**src/rtl/post_add_sub_acc.sv**
```systemverilog
// Post-adder/subtractor + accumulator stage of a DSP48A1-style slice: X/Z operand muxes, add/sub with carry, P feedback.
// Optional sticky overflow flag enabled by defining POST_ADD_SUB_OVF_EN.
module post_add_sub_acc #(
   parameter int    OPMODEREG  = 1,
   parameter int    CARRYINREG = 1,
   parameter int    CREG       = 1,
   parameter int    PREG       = 1,
   parameter string CARRYINSEL = "OPMODE5"
) (
   input  logic        CLK,
   input  logic        RST,
   input  logic        CEOPMODE,
   input  logic        CECARRYIN,
   input  logic        CEC,
   input  logic        CEP,
   input  logic [7:0]  OPMODE,
   input  logic [35:0] M,
   input  logic [17:0] D,
   input  logic [17:0] A,
   input  logic [17:0] B,
   input  logic [47:0] C,
   input  logic [47:0] PCIN,
   input  logic        CARRYIN,
   output logic [47:0] P,
   output logic [47:0] PCOUT,
   output logic        CARRYOUT,
   output logic        CARRYOUTF,
   output logic        OVF
);

   localparam bit USE_CARRYIN_PORT = (CARRYINSEL == "CARRYIN");

   logic [7:0]  opm;
   logic [47:0] c_int;
   logic        cin_sel;
   logic        cin;
   logic [47:0] p_fb;
   logic [47:0] x_op;
   logic [47:0] z_op;
   logic [48:0] sum;

   // OPMODE[4] and [6] carry no function here; D[17:12] never reaches the concat.
   logic unused_bits;
   assign unused_bits = ^{opm[6], opm[4], D[17:12], CARRYIN, OPMODE[5]};

   generate
      if (OPMODEREG != 0) begin : g_opm_reg
         logic [7:0] opm_r;
         always_ff @(posedge CLK) begin
            if (RST)           opm_r <= '0;
            else if (CEOPMODE) opm_r <= OPMODE;
         end
         assign opm = opm_r;
      end else begin : g_opm_comb
         assign opm = OPMODE;
      end

      if (CREG != 0) begin : g_c_reg
         logic [47:0] c_r;
         always_ff @(posedge CLK) begin
            if (RST)      c_r <= '0;
            else if (CEC) c_r <= C;
         end
         assign c_int = c_r;
      end else begin : g_c_comb
         assign c_int = C;
      end
   endgenerate

   // Carry source is taken from the OPMODE port so carry and mode stay aligned when both stages are registered.
   assign cin_sel = USE_CARRYIN_PORT ? CARRYIN : OPMODE[5];

   generate
      if (CARRYINREG != 0) begin : g_cin_reg
         logic cin_r;
         always_ff @(posedge CLK) begin
            if (RST)            cin_r <= 1'b0;
            else if (CECARRYIN) cin_r <= cin_sel;
         end
         assign cin = cin_r;
      end else begin : g_cin_comb
         assign cin = cin_sel;
      end
   endgenerate

   always_comb begin
      x_op = '0;
      case (opm[1:0])
         2'b00: x_op = '0;
         2'b01: x_op = {12'b0, M};
         2'b10: x_op = p_fb;
         2'b11: x_op = {D[11:0], A, B};
         default: x_op = '0;
      endcase
      z_op = '0;
      case (opm[3:2])
         2'b00: z_op = '0;
         2'b01: z_op = PCIN;
         2'b10: z_op = p_fb;
         2'b11: z_op = c_int;
         default: z_op = '0;
      endcase
   end

   // Subtract: bit 48 of the 49-bit difference is the borrow.
   always_comb begin
      sum = '0;
      if (opm[7]) sum = {1'b0, z_op} - ({1'b0, x_op} + 49'(cin));
      else        sum = {1'b0, z_op} + {1'b0, x_op} + 49'(cin);
   end

   generate
      if (PREG != 0) begin : g_p_reg
         logic [47:0] p_r;
         logic        co_r;
         always_ff @(posedge CLK) begin
            if (RST) begin
               p_r  <= '0;
               co_r <= 1'b0;
            end else if (CEP) begin
               p_r  <= sum[47:0];
               co_r <= sum[48];
            end
         end
         assign P        = p_r;
         assign CARRYOUT = co_r;
         assign p_fb     = p_r;
      end else begin : g_p_comb
         // No P register means no feedback path; feedback selections read as 0.
         assign P        = sum[47:0];
         assign CARRYOUT = sum[48];
         assign p_fb     = '0;
      end
   endgenerate

   assign PCOUT     = P;
   assign CARRYOUTF = CARRYOUT;

`ifdef POST_ADD_SUB_OVF_EN
   logic ovf_r;
   always_ff @(posedge CLK) begin
      if (RST)                  ovf_r <= 1'b0;
      else if (CEP && sum[48])  ovf_r <= 1'b1;
   end
   assign OVF = ovf_r;
`else
   assign OVF = 1'b0;
`endif

endmodule
```
**config.mk**
```make
export PLATFORM = sky130hd
export DESIGN_NAME = post_add_sub_acc
export DESIGN_NICKNAME = d
export VERILOG_FILES = /design/src/rtl/post_add_sub_acc.sv
export SDC_FILE = /design/constraint.sdc
export NUM_CORES = 1
export LEC_CHECK = 0
export ABC_CLOCK_PERIOD_IN_PS = 10200
export BUFFER_PORTS_ARGS = -buffer_cell sky130_fd_sc_hd__buf_2
export CAP_MARGIN = 25
export CORE_MARGIN = 8
export CORE_UTILIZATION = 50
export DETAILED_ROUTE_END_ITERATION = 10
export PLACE_DENSITY = 0.77
export SLEW_MARGIN = 30
export SYNTH_ARGS = -nofsm -noshare
export SYNTH_HDL_FRONTEND = slang
export SYNTH_SLANG_ARGS = --single-unit
export TNS_END_PERCENT = 100
```
**constraint.sdc**
```tcl
create_clock -name CLK -period 10.2 [get_ports CLK]
set_input_delay 2.55 -clock CLK [delete_from_list [all_inputs] [get_ports CLK]]
set_output_delay 2.55 -clock CLK [all_outputs]
set_load 0.05 [all_outputs]
```
==> results of run 1 <==
state kept, by name (all words and copies together), names as in the netlist:
| signal | cells |
|---|---|
| P | 48 |
| cin | 1 |
| g_opm_reg.opm_r | 5 |
| c_int | 48 |
| CARRYOUT | 1 |
routing by layer:
metal | vias to the layer above | GRT usage | part of all wire
met4 | 0 | 0.09457 | 0.024
met1 | 6268 | 0.3742 | 0.43
met3 | 73 | 0.05298 | 0.091
met2 | 616 | 0.4606 | 0.46
li1 | 6194 | - | -
met5 | - | 0 | 0
worst min-delay path, cell delays in order (launching register included):
cell,delay (ns)
dfxtp_1,0.32
mux2i_1,0.06
nor2_1,0.07
power groups by stage:
stage          logic (mW)  registers [mW]  clock network, mW
6_report             1.01           0.469              0.398
3_3_place_gp        0.980           0.475                  0
5_1_grt              1.09           0.473              0.415
3_5_place_dp        0.989           0.477                  0
4_1_cts             0.996           0.468              0.401
2_1_floorplan       0.711           0.521                  0
area by class of cell:
type | instances | area, sq um
clock inverters | 7 | 97.59
multi-input cells | 1266 | 9548
repair buffers | 300 | 1531
clock buffers | 9 | 225.2
well taps | 330 | 412.9
inverters | 144 | 540.5
flip-flops and latches | 103 | 2068
fillers | 2324 | 10830
kinds of logic after synthesis:
group,Yosys count
other,1
multiplexers,162
flip-flops,103
XOR/XNOR,84
AO/OA/AOI/OAI,475
buffers and inverters,294
AND/OR/NAND/NOR,401
adder cells (fa/ha/maj),143
cell usage in the layout (no fill, tap or decap), types with 30 or more instances in the layout:
cell and n:
a211oi_1 30, a21oi_1 109, xnor2_1 58, dfxtp_1 98
nor2b_1 32, nand2_1 80, inv_1 143, nor2_1 165
o21ai_0 66, mux2i_1 78, buf_2 288, a22o_1 59
a21o_1 41, mux2_2 83, ha_1 139
worst min-delay path by stage:
stage	endpoint	slack, ns	cells past startpoint
after floorplan	c_int[0]$_SDFFE_PP0P_	0.45	2
after global routing	c_int[27]$_SDFFE_PP0P_	0.52	2
after global placement	c_int[26]$_SDFFE_PP0P_	0.47	2
final	c_int[27]$_SDFFE_PP0P_	0.49	2
after CTS	c_int[15]$_SDFFE_PP0P_	0.50	2
after detailed placement	c_int[15]$_SDFFE_PP0P_	0.48	2
metrics by stage:
| step | utilization | std cells | setup WS, ns | total power, mW | cell area [sq um] |
|---|---|---|---|---|---|
| floorplan | - | 1663 | 4.362 | 1.232 | 12890 |
| global placement | 0.5584 | 2143 | 3.613 | 1.455 | 14100 |
| detailed placement | 0.5584 | 2143 | 3.504 | 1.466 | 14100 |
| CTS | 0.5711 | 2159 | 3.877 | 1.864 | 14420 |
| global route | 0.5711 | 2159 | 3.565 | 1.978 | 14420 |
| finish | 0.5711 | 2159 | 3.816 | 1.881 | 14420 |
==> key figures, run 1 <==
Timing
  – Tightest Pin Transition: 0.9896 ns
  – Slew Viols, Final: 0
  – Final Hold Fails: 0
  – Unrepaired setup endpoints after global routing: false
  – Final min period: 6.384 ns
  – Setup TNS: 0 ns
  – Fmax: 156.6 MHz
  – Slew headroom: 0.3403
  – Final Setup Violations: 0
  – WHS: 0.4942 ns
  – Fin crit share: 0.6259
  – Clock Skew: 0.01898 ns

Logic synthesis
  – Synthesized Nets: 2,007
  – Mux cell area share after synthesis: 0.1340
  – Main synth FF type: dfxtp_1
  – Async S/R FF share, synth: 0
  – Simple-gate portion of the synthesized area: 0.1458
  – Avg Inst Size Synth: 7.750 sq um
  – Synth area leader: dfxtp_1
  – Compound-Gate Fraction of Synth Area: 0.2613
  – Adder-cell share of the synthesized area: 0.1412
  – Top-count cell post-synth: nor2_1
  – Main combinational cell family by area after synthesis: compound AO/OA/AOI/OAI gates
  – Cell count after synthesis: 1,663
  – Commonest cells in the synthesized netlist: nor2_1 (165), inv_1 (143), ha_1 (139), a21oi_1 (109), dfxtp_1 (103)
  – Largest cells by area after synthesis: dfxtp_1 (16%), ha_1 (13%), mux2_2 (7.3%), mux2i_1 (6.1%), nor2_1 (4.8%)
  – Synth warnings: 0
  – Number of flops mapped to enable cells by yosys: 0
  – Yosys top cell area share: 0.1600
  – Post-synthesis register bit count: 103
  – Netlist cell types: 83
  – XOR/XNOR Fraction of Synth Area: 0.05708
  – Post-synthesis sequential area ratio: 0.1600
  – Mapped cell area: 12,890 sq um

Clock network
  – TritonCTS clock tree: yes
  – CTS Buf Count: 9
  – Hold-fix buffers at CTS: 0
  – PostCTS Resize Cnt: 0
  – CTS sink cnt: 103
  – Max Root-Sink Buffers: 2
  – Setup bufs post-CTS: 0
  – CTS Root Cell: clkbuf_16
  – Clock slew at reported path FFs: 0.09 ns
  – Worst-skew pair later-pin latency: 0.37 ns
  – Htree depth: 3

Min path
  – HP Start: c_int[27]$_SDFFE_PP0P_
  – Min-delay worst type: flop to flop

Critical path
  – Crit-path slowest cell: a2111oi_0
  – CP endpoint kind: flop
  – Worst path arrival time: 6.67 ns
  – Critical Path Start: B[0]
  – R2R Setup Slk: 4.66 ns
  – Crit path required time: 10.49 ns
  – Worst Path Buf+Inv: 2
  – CP cell instances: buf_2 > mux2_2 > a22oi_1 > inv_1 > fa_1 > fa_1 > nor2b_1 > o21ai_1 > a221o_1 > nand4_1 > a2111oi_0 > or2_2 > a41oi_1 > nor2_1 > xnor2_1 > a311oi_1
  – Crit start category: primary input
  – Worst Path Max Fanout: 5
  – CP Depth: 16
  – CP most frequent cell: fa_1
  – Worst setup path end: P[40]$_SDFFE_PP0P_
  – Critical path class: primary input to flop
  – Reg-to-Reg Start: g_opm_reg.opm_r[1]$_SDFFE_PP0P_
  – Depth of the worst register-to-register path: 15
  – RR Endpoint: P[45]$_SDFFE_PP0P_
  – Critical path's top delay family: compound AO/OA/AOI/OAI gates
  – Max stage delay on crit path: 0.74 ns

Outcome
  – Status: finished, final reports clean

Power and ir drop
  – Int Power: 1.007 mW
  – P_sw: 874.5 uW
  – Clk network pwr share: 0.211
  – Pleak: 7.052 nW
  – Pwr per Cell Area: 130.4 nW/um^2
  – Combinational Power Share: 0.539
  – Switching Fraction: 0.4649
  – Worst vdd ir: 0.08929 mV
  – Share of power burned in registers: 0.249

Place
  – # port buffers: 289
  – GPL Wtd Cong: 0.9764
  – Dpl hpwl: 36,580 um

Detailed routing
  – Via-to-Cell Ratio: 6.091
  – Starting DRT DRC Count: 1,290
  – Antenna Nets Post-Route: 0
  – Residual DRC: 0
  – Pre-antenna DRT Iters: 6
  – Detailed Route WL: 46,560 um
  – Vias: 13,150
  – Per-cell routed wire length: 21.57 um

Floorplan
  – Initial core utilization: 0.5104
  – Die height: 176.6 um
  – Core ar.: 25,250 sq um
  – DIE AREA: 31,170 sq um
  – Row cnt: 58
  – Die X: 176.6 um
  – I/O pins: 300

GRT
  – Initial antenna violation count: 0
  – Vias in the first global route: 12,700
  – GRT overflow: 0
  – Largest net degree at the start of global routing: 81
  – GRT Util Overall: 0.2845
  – First-pass GRT wire length: 71,260 um

Cells and area
  – Area growth syn-to-layout: 11.91%
  – Final net count: 2,168
  – Share of cells above drive strength 1: 0.2406
  – Antenna cells: 0

Run
  – Max Cap Viol: 0
Power figures use the tool's default switching activity.
==> inputs of run 2 (changes only) <==
--- a/config.mk
+++ b/config.mk
@@ -5,7 +5,7 @@
 export SDC_FILE = /design/constraint.sdc
 export NUM_CORES = 1
 export LEC_CHECK = 0
-export ABC_CLOCK_PERIOD_IN_PS = 10200
+export ABC_CLOCK_PERIOD_IN_PS = 6600
 export BUFFER_PORTS_ARGS = -buffer_cell sky130_fd_sc_hd__buf_2
 export CAP_MARGIN = 25
 export CORE_MARGIN = 8
==> constraint.sdc (replaced) <==
create_clock -name CLK -period 6.6 [get_ports CLK]
set_input_delay 1.65 -clock CLK [delete_from_list [all_inputs] [get_ports CLK]]
set_output_delay 1.65 -clock CLK [all_outputs]
set_load 0.05 [all_outputs]
==> run 2 against run 1 <==
Non-clock buffer count is 2 higher. Count of clock-buffer cells in the layout stayed put. Total power is 54% higher. Flip-flop and latch count stayed put. Clock power is 54% higher. Die area stayed put. Worst setup slack worse by 2.7 ns. Global-route usage hardly changed. Sequential power is 56% higher. Final cell count hardly changed. Critical path depth stayed put. Routed wire length is 0.14% lower. Highest routed layer is now met5.
==> key figures, run 2 (synthesized netlist as in run 1, its figures left out) <==
Outcome
  – Status: finished, final reports clean

Cells and area
  – Final net count: 2,170 (+0.092%)
  – Share of cells above drive strength 1: 0.2414 (+0.0008295)
  – Final Non-Filler Cells: 2,161 (+0.093%)
  – Final core occ: 0.5724 (+0.001289)
  – Most common cell after layout, fill and taps aside: buf_2
  – Sequential cell area: 2068 sq um (unchanged)
  – Area growth syn-to-layout: 12.16%
  – Most frequent cells in the layout: buf_2 (288), nor2_1 (165), inv_1 (143)
  – FILL cells: 2,423 (+4.3%)
  – Post-Layout Inst Area: 14,460 sq um (+0.23%)
  – Antenna cells: 0 (unchanged)
  – Multi-input gate area: 9548 sq um (unchanged)

Clock network
  – Hold-fix buffers at CTS: 0 (unchanged)
  – Clock slew at reported path FFs: 0.08 ns (about the same)
  – Setup bufs post-CTS: 0 (unchanged)
  – CTS Buf Count: 9 (unchanged)
  – Htree depth: 3 (unchanged)
  – CTS sink cnt: 103 (unchanged)
  – PostCTS Resize Cnt: 0 (unchanged)
  – TritonCTS clock tree: yes
  – Max Root-Sink Buffers: 2 (unchanged)
  – Worst-skew pair later-pin latency: 0.37 ns (about the same)
  – CTS Root Cell: clkbuf_16

GRT
  – Vias in the first global route: 12,510 (-1.5%)
  – Largest net degree at the start of global routing: 55 (-32%)
  – First-pass GRT wire length: 71,250 um (about the same)
  – GRT overflow: 0 (unchanged)
  – Initial antenna violation count: 1 (+1)
  – GRT Util Overall: 0.2848 (+0.0003087)

Run
  – Max Cap Viol: 0 (unchanged)

Place
  – Inst Count DP: 2,145 (+0.093%)
  – Worst slack, placed: 0.9250 ns (-2.579 ns)
  – GPL Wtd Cong: 0.9753 (-0.11%)
  – Dpl hpwl: 37,210 um (+1.7%)
  – Cell area after placement: 14,130 sq um (+0.20%)
  – # port buffers: 289 (unchanged)

Critical path
  – Critical path class: primary input to flop
  – Reg-to-Reg Start: g_opm_reg.opm_r[1]$_SDFFE_PP0P_
  – CP endpoint kind: flop
  – Crit start category: primary input
  – Crit path required time: 6.81 ns (-3.68 ns)
  – Worst Path Max Fanout: 5 (unchanged)
  – RR Endpoint: P[37]$_SDFFE_PP0P_
  – Depth of the worst register-to-register path: 13 (-2)
  – Worst path arrival time: 5.66 ns (-1.01 ns)
  – R2R Setup Slk: 1.34 ns (-3.32 ns)

Detailed routing
  – Per-cell routed wire length: 21.52 um (-0.23%)
  – Residual DRC: 0 (unchanged)
  – Antenna Nets Post-Route: 0 (unchanged)
  – Starting DRT DRC Count: 1,329 (+3.0%)
  – Detailed Route WL: 46,500 um (-0.14%)
  – Via-to-Cell Ratio: 6.044 (-0.77%)
  – Pre-antenna DRT Iters: 6 (unchanged)
  – Vias: 13,060 (-0.68%)

Floorplan
  – Die X: 176.6 um (unchanged)
  – Core ar.: 25,250 sq um (unchanged)
  – I/O pins: 300 (unchanged)
  – Die height: 176.6 um (unchanged)
  – DIE AREA: 31,170 sq um (unchanged)
  – Initial core utilization: 0.5104 (unchanged)
  – Row cnt: 58 (unchanged)

Timing
  – Final Hold Fails: 0 (unchanged)
  – Setup TNS: 0 ns (unchanged)
  – Final min period: 5.449 ns
  – Clock Skew: 0.01556 ns (-0.003417 ns)
  – Slew headroom: 0.4399 (+0.09960)
  – Tightest Pin Transition: 0.8384 ns (-0.1511 ns)
  – Fin crit share: 0.8256
  – Fmax: 183.5 MHz
  – Final Setup Violations: 0 (unchanged)
  – Unrepaired setup endpoints after global routing: false
  – Slew Viols, Final: 0 (unchanged)
  – Final worst slack: 1.151 ns (-2.665 ns)

Power and ir drop
  – Pwr per Cell Area: 200.9 nW/um^2 (+54%)
  – Worst vdd ir: 0.1273 mV (+43%)
  – Int Power: 1.558 mW (+55%)
  – Clk network pwr share: 0.211 (about the same)
  – Share of power burned in registers: 0.252 (+0.003)
  – Switching Fraction: 0.4635 (-0.001420)
  – Pleak: 7.068 nW (+0.22%)
  – P_sw: 1.346 mW (+54%)
  – Combinational Power Share: 0.537 (-0.002)

Min path
  – Hold Crit Depth: 2 (unchanged)
  – HP Start: c_int[27]$_SDFFE_PP0P_
  – Hold Crit Endpoint: c_int[27]$_SDFFE_PP0P_
  – Min-delay worst type: flop to flop
==> run 2: cell types whose count changed in the layout (fill, tap and decap cells not counted), sizes merged <==
| cell | change |
|---|---|
| clkinv | +2 |
| inv | -2 |
| buf | +2 |
==> run 2: routing by layer <==
layer / global-route usage / vias up / part of all wire
met5: 0 / - / 0.00022
li1: - / 6198 / -
met1: 0.3762 / 6188 / 0.42
met3: 0.05576 / 71 / 0.097
met2: 0.4602 / 603 / 0.46
met4: 0.08722 / 2 / 0.026
==> run 2: critical path, stage by stage <==
cell      delay (ns)
buf_2           0.11
mux2_2          0.27
a22oi_1         0.22
inv_1           0.10
fa_1            0.43
fa_1            0.46
nor2b_1         0.16
o21ai_1         0.24
a221o_1         0.31
a31o_2          0.24
a31oi_1         0.20
o21ai_0         0.54
a31oi_1         0.19
xnor2_1         0.19
a211oi_1        0.24
o22ai_1         0.11
==> run 2: stage by stage <==
step | hold WS [ns] | power (mW)
after CTS | 0.4987 | 2.879
after detailed placement | 0.4791 | 2.267
after global placement | 0.4665 | 2.255
after global routing | 0.5105 | 3.045
after floorplan | 0.4544 | 1.904
final | 0.4950 | 2.904
==> run 2: area by class of cell <==
type / instances / share of cell area
Clock buffer: 9 / 0.01558
Clock inverter: 7 / 0.007097
Inverter: 144 / 0.03739
Multi-Input combinational cell: 1266 / 0.6605
Sequential cell: 103 / 0.1431
Tap cell: 330 / 0.02856
Timing Repair Buffer: 302 / 0.1078
==> run 2: how the worst max path moves through the flow <==
stage,depth (start not counted),endpoint,slack (ns),start
finish,16,P[46]$_SDFFE_PP0P_,1.15,B[0]
global route,16,P[46]$_SDFFE_PP0P_,0.96,B[0]
CTS,16,P[46]$_SDFFE_PP0P_,1.27,B[0]
detailed placement,16,P[40]$_SDFFE_PP0P_,0.93,B[0]
global placement,15,P[46]$_SDFFE_PP0P_,0.94,PCIN[12]
floorplan,15,P[40]$_SDFFE_PP0P_,1.66,B[0]
==> run 2: power groups by stage <==
stage,Combinational [mW],Sequential (mW),Clock (mW)
finish,1.56,0.731,0.614
global route,1.67,0.738,0.635
CTS,1.53,0.730,0.616
detailed placement,1.52,0.744,0
global placement,1.51,0.742,0
floorplan,1.10,0.806,0
